`config.mk`:
```
export PLATFORM = sky130hd
export DESIGN_NAME = strng_ctrl
export DESIGN_NICKNAME = d
export VERILOG_FILES = /design/src/rtl/strng_ctrl_pkg.sv /design/src/rtl/strng_ctrl_health.sv /design/src/rtl/strng_ctrl.sv
export SDC_FILE = /design/constraint.sdc
export NUM_CORES = 1
export LEC_CHECK = 0
export CORE_MARGIN = 5
export CORE_UTILIZATION = 50
export DETAILED_ROUTE_END_ITERATION = 6
export PLACE_DENSITY = 0.71
export SLEW_MARGIN = 20
export SYNTH_ARGS = -nofsm -noshare
export SYNTH_HDL_FRONTEND = slang
export SYNTH_SLANG_ARGS = --single-unit
```
`constraint.sdc`:
```
create_clock -name clk -period 4.65 [get_ports clk]
set_input_delay 0.465 -clock clk [delete_from_list [all_inputs] [get_ports clk]]
set_output_delay 0.465 -clock clk [all_outputs]
set_load 0.01 [all_outputs]
```
`src/rtl/strng_ctrl_pkg.sv`:
```
// Shared definitions for the STR TRNG sequencing controller: FSM state
// encoding, state port width and a counter-width helper.
package strng_ctrl_pkg;

  localparam int STATE_W = 2;

  typedef enum logic [STATE_W-1:0] {
    ST_IDLE   = 2'd0,
    ST_WARMUP = 2'd1,
    ST_RUN    = 2'd2,
    ST_FAIL   = 2'd3
  } state_t;

  // Width of a counter that must hold 0..n-1 (at least one bit).
  function automatic int unsigned cnt_width(input int unsigned n);
    return (n > 1) ? $clog2(n) : 1;
  endfunction

endpackage

```
`src/rtl/strng_ctrl_health.sv`:
```
// Repetition-count health test. Tracks the previous raw sample and the length
// of the current run of identical samples; pulses fail for one cycle on the
// strobe whose run length reaches REP_LIMIT.
module strng_health #(
  parameter int STR_LEN   = 8,
  parameter int REP_LIMIT = 8
) (
  input  logic               clk,
  input  logic               rstn,
  input  logic               clear,
  input  logic               strobe,
  input  logic [STR_LEN-1:0] data,
  output logic               fail
);

  localparam int unsigned CNT_W = $clog2(REP_LIMIT + 1);
  localparam logic [CNT_W-1:0] REP_MAX = CNT_W'(REP_LIMIT);

  logic [STR_LEN-1:0] last;
  logic [CNT_W-1:0]   rep_cnt;
  logic [CNT_W-1:0]   rep_next;
  logic               first;

  // Run length this strobe would produce; the first sample after clear always starts a new run.
  always_comb begin
    rep_next = CNT_W'(1);
    if (!first && (data == last)) begin
      rep_next = (rep_cnt == REP_MAX) ? rep_cnt : rep_cnt + 1'b1;
    end
  end

  assign fail = strobe && (rep_next >= REP_MAX);

  // History register: cleared while the controller is outside RUN.
  always_ff @(posedge clk or negedge rstn) begin
    if (!rstn) begin
      last    <= '0;
      rep_cnt <= '0;
      first   <= 1'b1;
    end else if (clear) begin
      last    <= '0;
      rep_cnt <= '0;
      first   <= 1'b1;
    end else if (strobe) begin
      last    <= data;
      rep_cnt <= rep_next;
      first   <= 1'b0;
    end
  end

endmodule

```
`src/rtl/strng_ctrl.sv`:
```
// Sequencing controller for the STR TRNG core: owns the core reset, waits out
// warm-up, decimates the raw random bus, health-tests every sample and packs
// samples into OUT_W-bit words behind a one-word valid/ready output buffer.
module strng_ctrl
  import strng_ctrl_pkg::*;
#(
  parameter int STR_LEN    = 8,
  parameter int OUT_W      = 32,
  parameter int SAMPLE_DIV = 4,
  parameter int WARMUP_CYC = 256,
  parameter int REP_LIMIT  = 8
) (
  input  logic               clk,
  input  logic               rstn,
  input  logic               enable,
  output logic               core_rstn,
  input  logic [STR_LEN-1:0] rnd_data,
  output logic [OUT_W-1:0]   out_data,
  output logic               out_valid,
  input  logic               out_ready,
  output logic               health_fail,
  output logic [STATE_W-1:0] state
);

  localparam int unsigned SLICES = OUT_W / STR_LEN;
  localparam int unsigned WCNT_W = cnt_width(WARMUP_CYC);
  localparam int unsigned DIV_W  = cnt_width(SAMPLE_DIV);
  localparam int unsigned PCNT_W = cnt_width(SLICES);

  localparam logic [WCNT_W-1:0] WARM_LAST = WCNT_W'(WARMUP_CYC - 1);
  localparam logic [DIV_W-1:0]  DIV_LAST  = DIV_W'(SAMPLE_DIV - 1);
  localparam logic [PCNT_W-1:0] PACK_LAST = PCNT_W'(SLICES - 1);

  state_t              state_q;
  logic [WCNT_W-1:0]   warm_cnt;
  logic [DIV_W-1:0]    div_cnt;
  logic [PCNT_W-1:0]   pack_cnt;
  logic [OUT_W-1:0]    pack_reg;
  logic [OUT_W-1:0]    pack_next;
  logic                pack_full;
  logic                strobe;
  logic                xfer;
  logic                rep_fail;
  logic                health_clear;

  assign state        = state_q;
  assign strobe       = (state_q == ST_RUN) && enable && (div_cnt == DIV_LAST);
  assign xfer         = out_valid && out_ready;
  assign health_clear = (state_q != ST_RUN);

  // Pack register with the current sample dropped into the next free slice.
  always_comb begin
    pack_next = pack_reg;
    pack_next[int'(pack_cnt) * STR_LEN +: STR_LEN] = rnd_data;
  end

  strng_health #(
    .STR_LEN   (STR_LEN),
    .REP_LIMIT (REP_LIMIT)
  ) u_health (
    .clk    (clk),
    .rstn   (rstn),
    .clear  (health_clear),
    .strobe (strobe),
    .data   (rnd_data),
    .fail   (rep_fail)
  );

  // Sequencing FSM with warm-up counter, sample divider, packer and output buffer.
  always_ff @(posedge clk or negedge rstn) begin
    if (!rstn) begin
      state_q     <= ST_IDLE;
      core_rstn   <= 1'b0;
      warm_cnt    <= '0;
      div_cnt     <= '0;
      pack_cnt    <= '0;
      pack_reg    <= '0;
      pack_full   <= 1'b0;
      out_data    <= '0;
      out_valid   <= 1'b0;
      health_fail <= 1'b0;
    end else if (((state_q == ST_WARMUP) || (state_q == ST_RUN)) && !enable) begin
      state_q   <= ST_IDLE;
      core_rstn <= 1'b0;
      out_valid <= 1'b0;
      pack_cnt  <= '0;
      pack_reg  <= '0;
      pack_full <= 1'b0;
    end else begin
      case (state_q)
        ST_IDLE: begin
          if (enable) begin
            state_q   <= ST_WARMUP;
            warm_cnt  <= '0;
            core_rstn <= 1'b1;
          end
        end
        ST_WARMUP: begin
          if (warm_cnt == WARM_LAST) begin
            state_q   <= ST_RUN;
            div_cnt   <= '0;
            pack_cnt  <= '0;
            pack_full <= 1'b0;
          end else begin
            warm_cnt <= warm_cnt + 1'b1;
          end
        end
        ST_RUN: begin
          if (rep_fail) begin
            // A failing strobe wins over any word it would have completed.
            state_q     <= ST_FAIL;
            health_fail <= 1'b1;
            core_rstn   <= 1'b0;
            out_valid   <= 1'b0;
            pack_cnt    <= '0;
            pack_reg    <= '0;
            pack_full   <= 1'b0;
          end else begin
            div_cnt <= strobe ? '0 : div_cnt + 1'b1;
            if (xfer) begin
              out_valid <= 1'b0;
              if (pack_full) begin
                out_data  <= pack_reg;
                out_valid <= 1'b1;
                pack_full <= 1'b0;
              end
            end
            // Samples arriving while a complete word waits are tested but not kept.
            if (strobe && !pack_full) begin
              pack_reg <= pack_next;
              if (pack_cnt == PACK_LAST) begin
                pack_cnt <= '0;
                if (!out_valid || out_ready) begin
                  out_data  <= pack_next;
                  out_valid <= 1'b1;
                end else begin
                  pack_full <= 1'b1;
                end
              end else begin
                pack_cnt <= pack_cnt + 1'b1;
              end
            end
          end
        end
        ST_FAIL: begin
          if (!enable) begin
            state_q     <= ST_IDLE;
            health_fail <= 1'b0;
          end
        end
        default: state_q <= ST_IDLE;
      endcase
    end
  end

endmodule
```
# Yosys cells after proc, flatten, opt, wreduce, memory -nomap -nowiden
# Cells that the tools add are included.
# word_totals
regBits,95
out_inout_bits,37
# classes
bitwise,2
n_eq_ne,20
muxes,59
order_cmp,1
n_reduce_logical,31
n_addsub,5
shifts,2
# ops
cell,count
32-bit 2-to-1 mux,9
5-bit negation with 33-bit output,1
8-bit by 33-bit variable shift with 32-bit output (first input constant),1
8-bit by 33-bit indexed part select with 32-bit output,1
32-bit bitwise mux,1
8-bit 2-to-1 mux,4
2-bit 2-to-1 mux,12
1-bit 2-to-1 mux,22
4-bit 2-to-1 mux,4
8-bit case mux with 2 select lines,1
4-bit AND reduction,4
2-bit inequality test (second input constant),6
2-bit nonzero test,5
3-bit AND reduction,3
3-bit nonzero test,3
8-bit by 1-bit adder with 8-bit output (second input constant),1
2-bit == test (second input constant),4
8-bit == test,1
8-bit == test (second input constant),1
2-bit case mux with 2 select lines,2
2-bit case mux with 4 select lines,1
1-bit logical AND,7
3-bit inequality test (second input constant),2
1-bit case mux with 2 select lines,3
other kinds (14),21

# Longest topological paths before layout
# depth
word_depth,8
ltp_mapped,10
ltp_nobuf,7

# Modules after synthesis
# From an unflattened synthesis, not the netlist that was laid out.
# unflattened
hier_cells,454
area_unflattened_um2,4880.9
# modules_own_cells
mod,area_per_inst_um2,seq_area_each_um2,instances,cells_each
strng_ctrl,4140.2,2052.0,1,381
strng_health,740.7,326.6,1,73

# Least setup slack after synthesis
# No wires, ideal clock.
# synth_timing
path_kind,register to register
from,register state_q[0] (netlist: state[0])
to,register out_data[10]
path_slack_ns,2.670
t_arrival_ns,1.854
stages_incl_launch_ff,10
period_less_slack_ns,1.980
setup_time_ns,0.126
path_cell_list,dfrtp_1 > inv_1 > ha_1 > buf_2 > nand3_1 > nor3_1 > nand4b_1 > and2_1 > buf_4 > a2bb2oi_1
# synth_between
elab_chain_cells,6
word_cells_on_any_way,12
cone_classes,eq/ne (2); mux (1); bitwise (2); reduce/logical (7)
# synth_rtl
item,line,rtl
start: declaration,strng_ctrl.sv:34,state_t state_q;
start signal: assignment,strng_ctrl.sv:72,state_q <= ST_IDLE;
start signal: assignment,strng_ctrl.sv:83,state_q <= ST_IDLE;
start signal: assignment,strng_ctrl.sv:93,state_q <= ST_WARMUP;
2-bit == test,"strng_ctrl.sv:47, strng_ctrl.sv:82, strng_ctrl.sv:90",
1-bit logical AND (2 in series),strng_ctrl.sv:47,assign strobe = (state_q == ST_RUN) && enable && (div_cnt == DIV_LAST);
1-bit logical AND,strng_ctrl_health.sv:32,assign fail = strobe && (rep_next >= REP_MAX);
1-bit NOT (no source line),--,
3-bit AND reduction (no source line),--,
end signal: assignment,strng_ctrl.sv:123,out_data <= pack_reg;
end signal: assignment,strng_ctrl.sv:134,out_data <= pack_next;
end: declaration,strng_ctrl.sv:18,"output logic [OUT_W-1:0] out_data,"
# Parallel ways exist; a longest one is shown, timed or not.
# A chain may end at the register's enable or synchronous reset.

# Worst setup path in the final report
# layout_timing
from,register state_q[0] (netlist: state[0])
to,register pack_reg[13]
# layout_between
elab_chain_cells,7
word_cells_on_any_way,14
cone_classes,eq/ne (2); mux (3); reduce/logical (9)
# layout_rtl
item,line,rtl
2-bit == test,"strng_ctrl.sv:47, strng_ctrl.sv:82, strng_ctrl.sv:90",
1-bit logical AND (2 in series),strng_ctrl.sv:47,
1-bit logical AND,strng_ctrl_health.sv:32,
32-bit 2-to-1 mux,strng_ctrl.sv:109,if (rep_fail) begin
32-bit 2-to-1 mux,strng_ctrl.sv:90,case (state_q)
32-bit 2-to-1 mux,strng_ctrl.sv:82,end else if (((state_q == ST_WARMUP) || (state_q == ST_RUN)) && !enable) begin
end signal: assignment,strng_ctrl.sv:130,pack_reg <= pack_next;
end: declaration,strng_ctrl.sv:38,logic [OUT_W-1:0] pack_reg;
# Parallel ways exist; a longest one is shown, timed or not. The select of a mux whose other input is x is not followed.

==> qor.yml <==
post-synth-top-area-cell: "dfrtp_1"
worstSetupStartpointType: "register"
vias_per_cell: 5.84
synth-main-ff-cell: "dfrtp_1"
cts_root_buffer: "clkbuf_8"
regToRegStartpoint: "state[0]$_DFFE_PN0P_"
post-route-period-util_pct: 75.0
slowest_stage: "ha_1"
synth.distinct_cells: 51
cts_buffers: 9
ys_top_cells_by_area: "dfrtp_1, nand2_1, o21ai_0"
relSlewSlack_pct: 35.5
nets: 615
final_area_sq_um: 5680
crit_path_start: "state[0]$_DFFE_PN0P_"
first_pass_iters: 4
switching_power_uw: 649
die_h_um: 110
post_cts_resized: 0
htreeDepth: 3
fin_crit_ps: 3490
antenna-diode-count: 0
cts_tree: "built"
die_x_um: 110
synth_top_area_share_pct: 47.3
grt_setup_unrepaired: "no"
fill_cells: 902
cp.required_ps: 4890
io_pins: 49
insertion_delay_ps: 360
syn-instance-count: 557
synth_seq_cells: 95
leakage_nw: 2.43
die-area_sq_um: 12000
syn_area_per_cell_sq_um: 8.92
post-cts-setup-buffers: 0
track_usage_pct: 22.6
syn-cell-area_sq_um: 4970
tightest_slew_ps: 968
dpl.hpwl_um: 8420
ctsHoldBuffers: 0
pre_cts_ws_ps: 1160
power.density_nw_per_um2: 326
synth_nets: 583
place_inst: 711
synth_edf_count: 0
max_freq_mhz: 287
layout-drive-gt1-share_pct: 4.55
final_cells: 727
wl_per_cell_um: 17.4
comb_power_share_pct: 25.4
internal_power_mw: 1.20
end_kind: "register"
ys_warn_count: 0
synth-seq-area-share_pct: 47.9
path_cells: "inv_1, ha_1, nand3_1, nor3_1, nand4b_1, nand2_1, buf_4, a21oi_1"
worstSetupPathType: "register to register"
r2r_setup_slack_ps: 1160
min_path_type: "primary input to asynchronous set/reset pin"
most-common-layout-cells: "nand2_1, dfrtp_1, clkdlybuf4s50_1"
fp-row-count: 36
antenna_found_initial: 0
layout_commonest_cell: "nand2_1"
routed_wl_um: 12700
seqPwrFrac_pct: 47.8
crit_arrival_ps: 3730
place_congestion: 0.867
vias: 4249
grt_max_degree: 56
final_util_pct: 58.4
hold-worst-slack_ps: 135
slew_viol_final: 0
grt_pass1_wl_um: 21300
fin_ws_ps: 1160
clockPowerShare_pct: 26.7
crit_path_max_incr_delay_ps: 630
grt_pass1_vias: 4319
clock-sinks: 95
drcViolationCount: 0
drv_cap: 0
placement.io_buffers: 48
drtIter0Drc: 299
hold_viol_final: 0
setup_viol: 0
dpl_cell_area_sq_um: 5510
route.antenna.remaining_nets: 0
coreArea_sq_um: 9730
syn2layout_area_growth_pct: 14.4
ff2ff_path_depth: 8
floorplan.initialDensity_pct: 51.1
tns_ps: 0
cts_buffer_depth: 2
power_mw: 1.85
cts.reportedPaths.clkPinSlew_ps: 100
ir_worst_vdd_uv: 180
p_sw_share_pct: 35.0
path_max_fanout: 21
finClkSkew_ps: 11.3
grt_overflow_total: 0
async_reset_ff_share_pct: 100
outcome: "completed"
cells in the mapped netlist, types with 2 or more instances:
| master | count |
|---|---|
| and4b_1 | 3 |
| nand3_1 | 18 |
| nand2b_1 | 3 |
| a221o_1 | 2 |
| o21ai_0 | 46 |
| and3_1 | 2 |
| clkbuf_1 | 20 |
| buf_4 | 4 |
| a2bb2oi_1 | 22 |
| o21a_1 | 3 |
| xor2_1 | 9 |
| dfrtp_1 | 94 |
| nor2_1 | 23 |
| nand2_1 | 110 |
| o22ai_1 | 22 |
| a22o_1 | 15 |
| buf_2 | 7 |
| a21oi_1 | 44 |
| o31a_1 | 2 |
| nor4_1 | 3 |
| nor3_1 | 7 |
| a22oi_1 | 2 |
| nand3b_1 | 2 |
| inv_1 | 33 |
| nor2b_1 | 10 |
| ha_1 | 14 |
| mux2i_1 | 2 |
| nand4b_1 | 2 |
| nor4bb_1 | 2 |
| a211oi_1 | 10 |
layout make-up:
cell class                 count  area [sq um]  share of cell area [%]
clock buffer                  10           128                    2.25
clock inverter                 6          46.3                   0.815
inverter                      33           124                    2.18
multi-input combinational    396          2320                    40.8
sequential                    95          2380                    41.9
tap                          133           166                    2.93
timing repair buffer          54           523                    9.20
cells by family after synthesis:
| family | count (synthesis) | synth area share, % |
|---|---|---|
| AND/OR/NAND/NOR | 193 | 18.0 |
| flip-flops | 95 | 47.9 |
| buffers and inverters | 66 | 5.62 |
| AO/OA/AOI/OAI | 178 | 23.0 |
| multiplexers | 2 | 0.403 |
| XOR/XNOR | 9 | 1.59 |
| adder cells (fa/ha/maj) | 14 | 3.53 |
final timing paths:
path / end
worst max-delay path: pack_reg[13]$_DFFE_PN0P_
worst min-delay path: warm_cnt[3]$_DFFE_PN0P_
worst max register to register: pack_reg[13]$_DFFE_PN0P_
worst min register to register: health_fail$_DFFE_PN0P_
max in group asynchronous: pack_reg[20]$_DFFE_PN0P_
min in group clk: health_fail$_DFFE_PN0P_
critical path, delay by kind of cell (launching register included):
family | cells | cell delay [ps]
AO/OA/AOI/OAI | 1 | 70
AND/OR/NAND/NOR | 4 | 1750
flip-flops | 1 | 430
adder cells (fa/ha/maj) | 1 | 630
buffers and inverters | 2 | 470
routing by layer:
| layer | up-vias | share of wire [%] | global-route usage (%) |
|---|---|---|---|
| met5 | - | 0 | 0 |
| met4 | 0 | 2.1 | 8.90 |
| met3 | 23 | 5.2 | 3.99 |
| met2 | 115 | 46 | 35.2 |
| met1 | 2089 | 47 | 31.6 |
| li1 | 2022 | - | - |
power by group through the flow:
stage	sequential, mW	combinational (mW)	clock (mW)
2_1_floorplan	0.902	0.320	0
4_1_cts	0.886	0.472	0.509
3_5_place_dp	0.902	0.470	0
5_1_grt	0.892	0.529	0.541
3_3_place_gp	0.900	0.452	0
6_report	0.887	0.471	0.496
No activity file was read; power rests on OpenSTA's default activity.
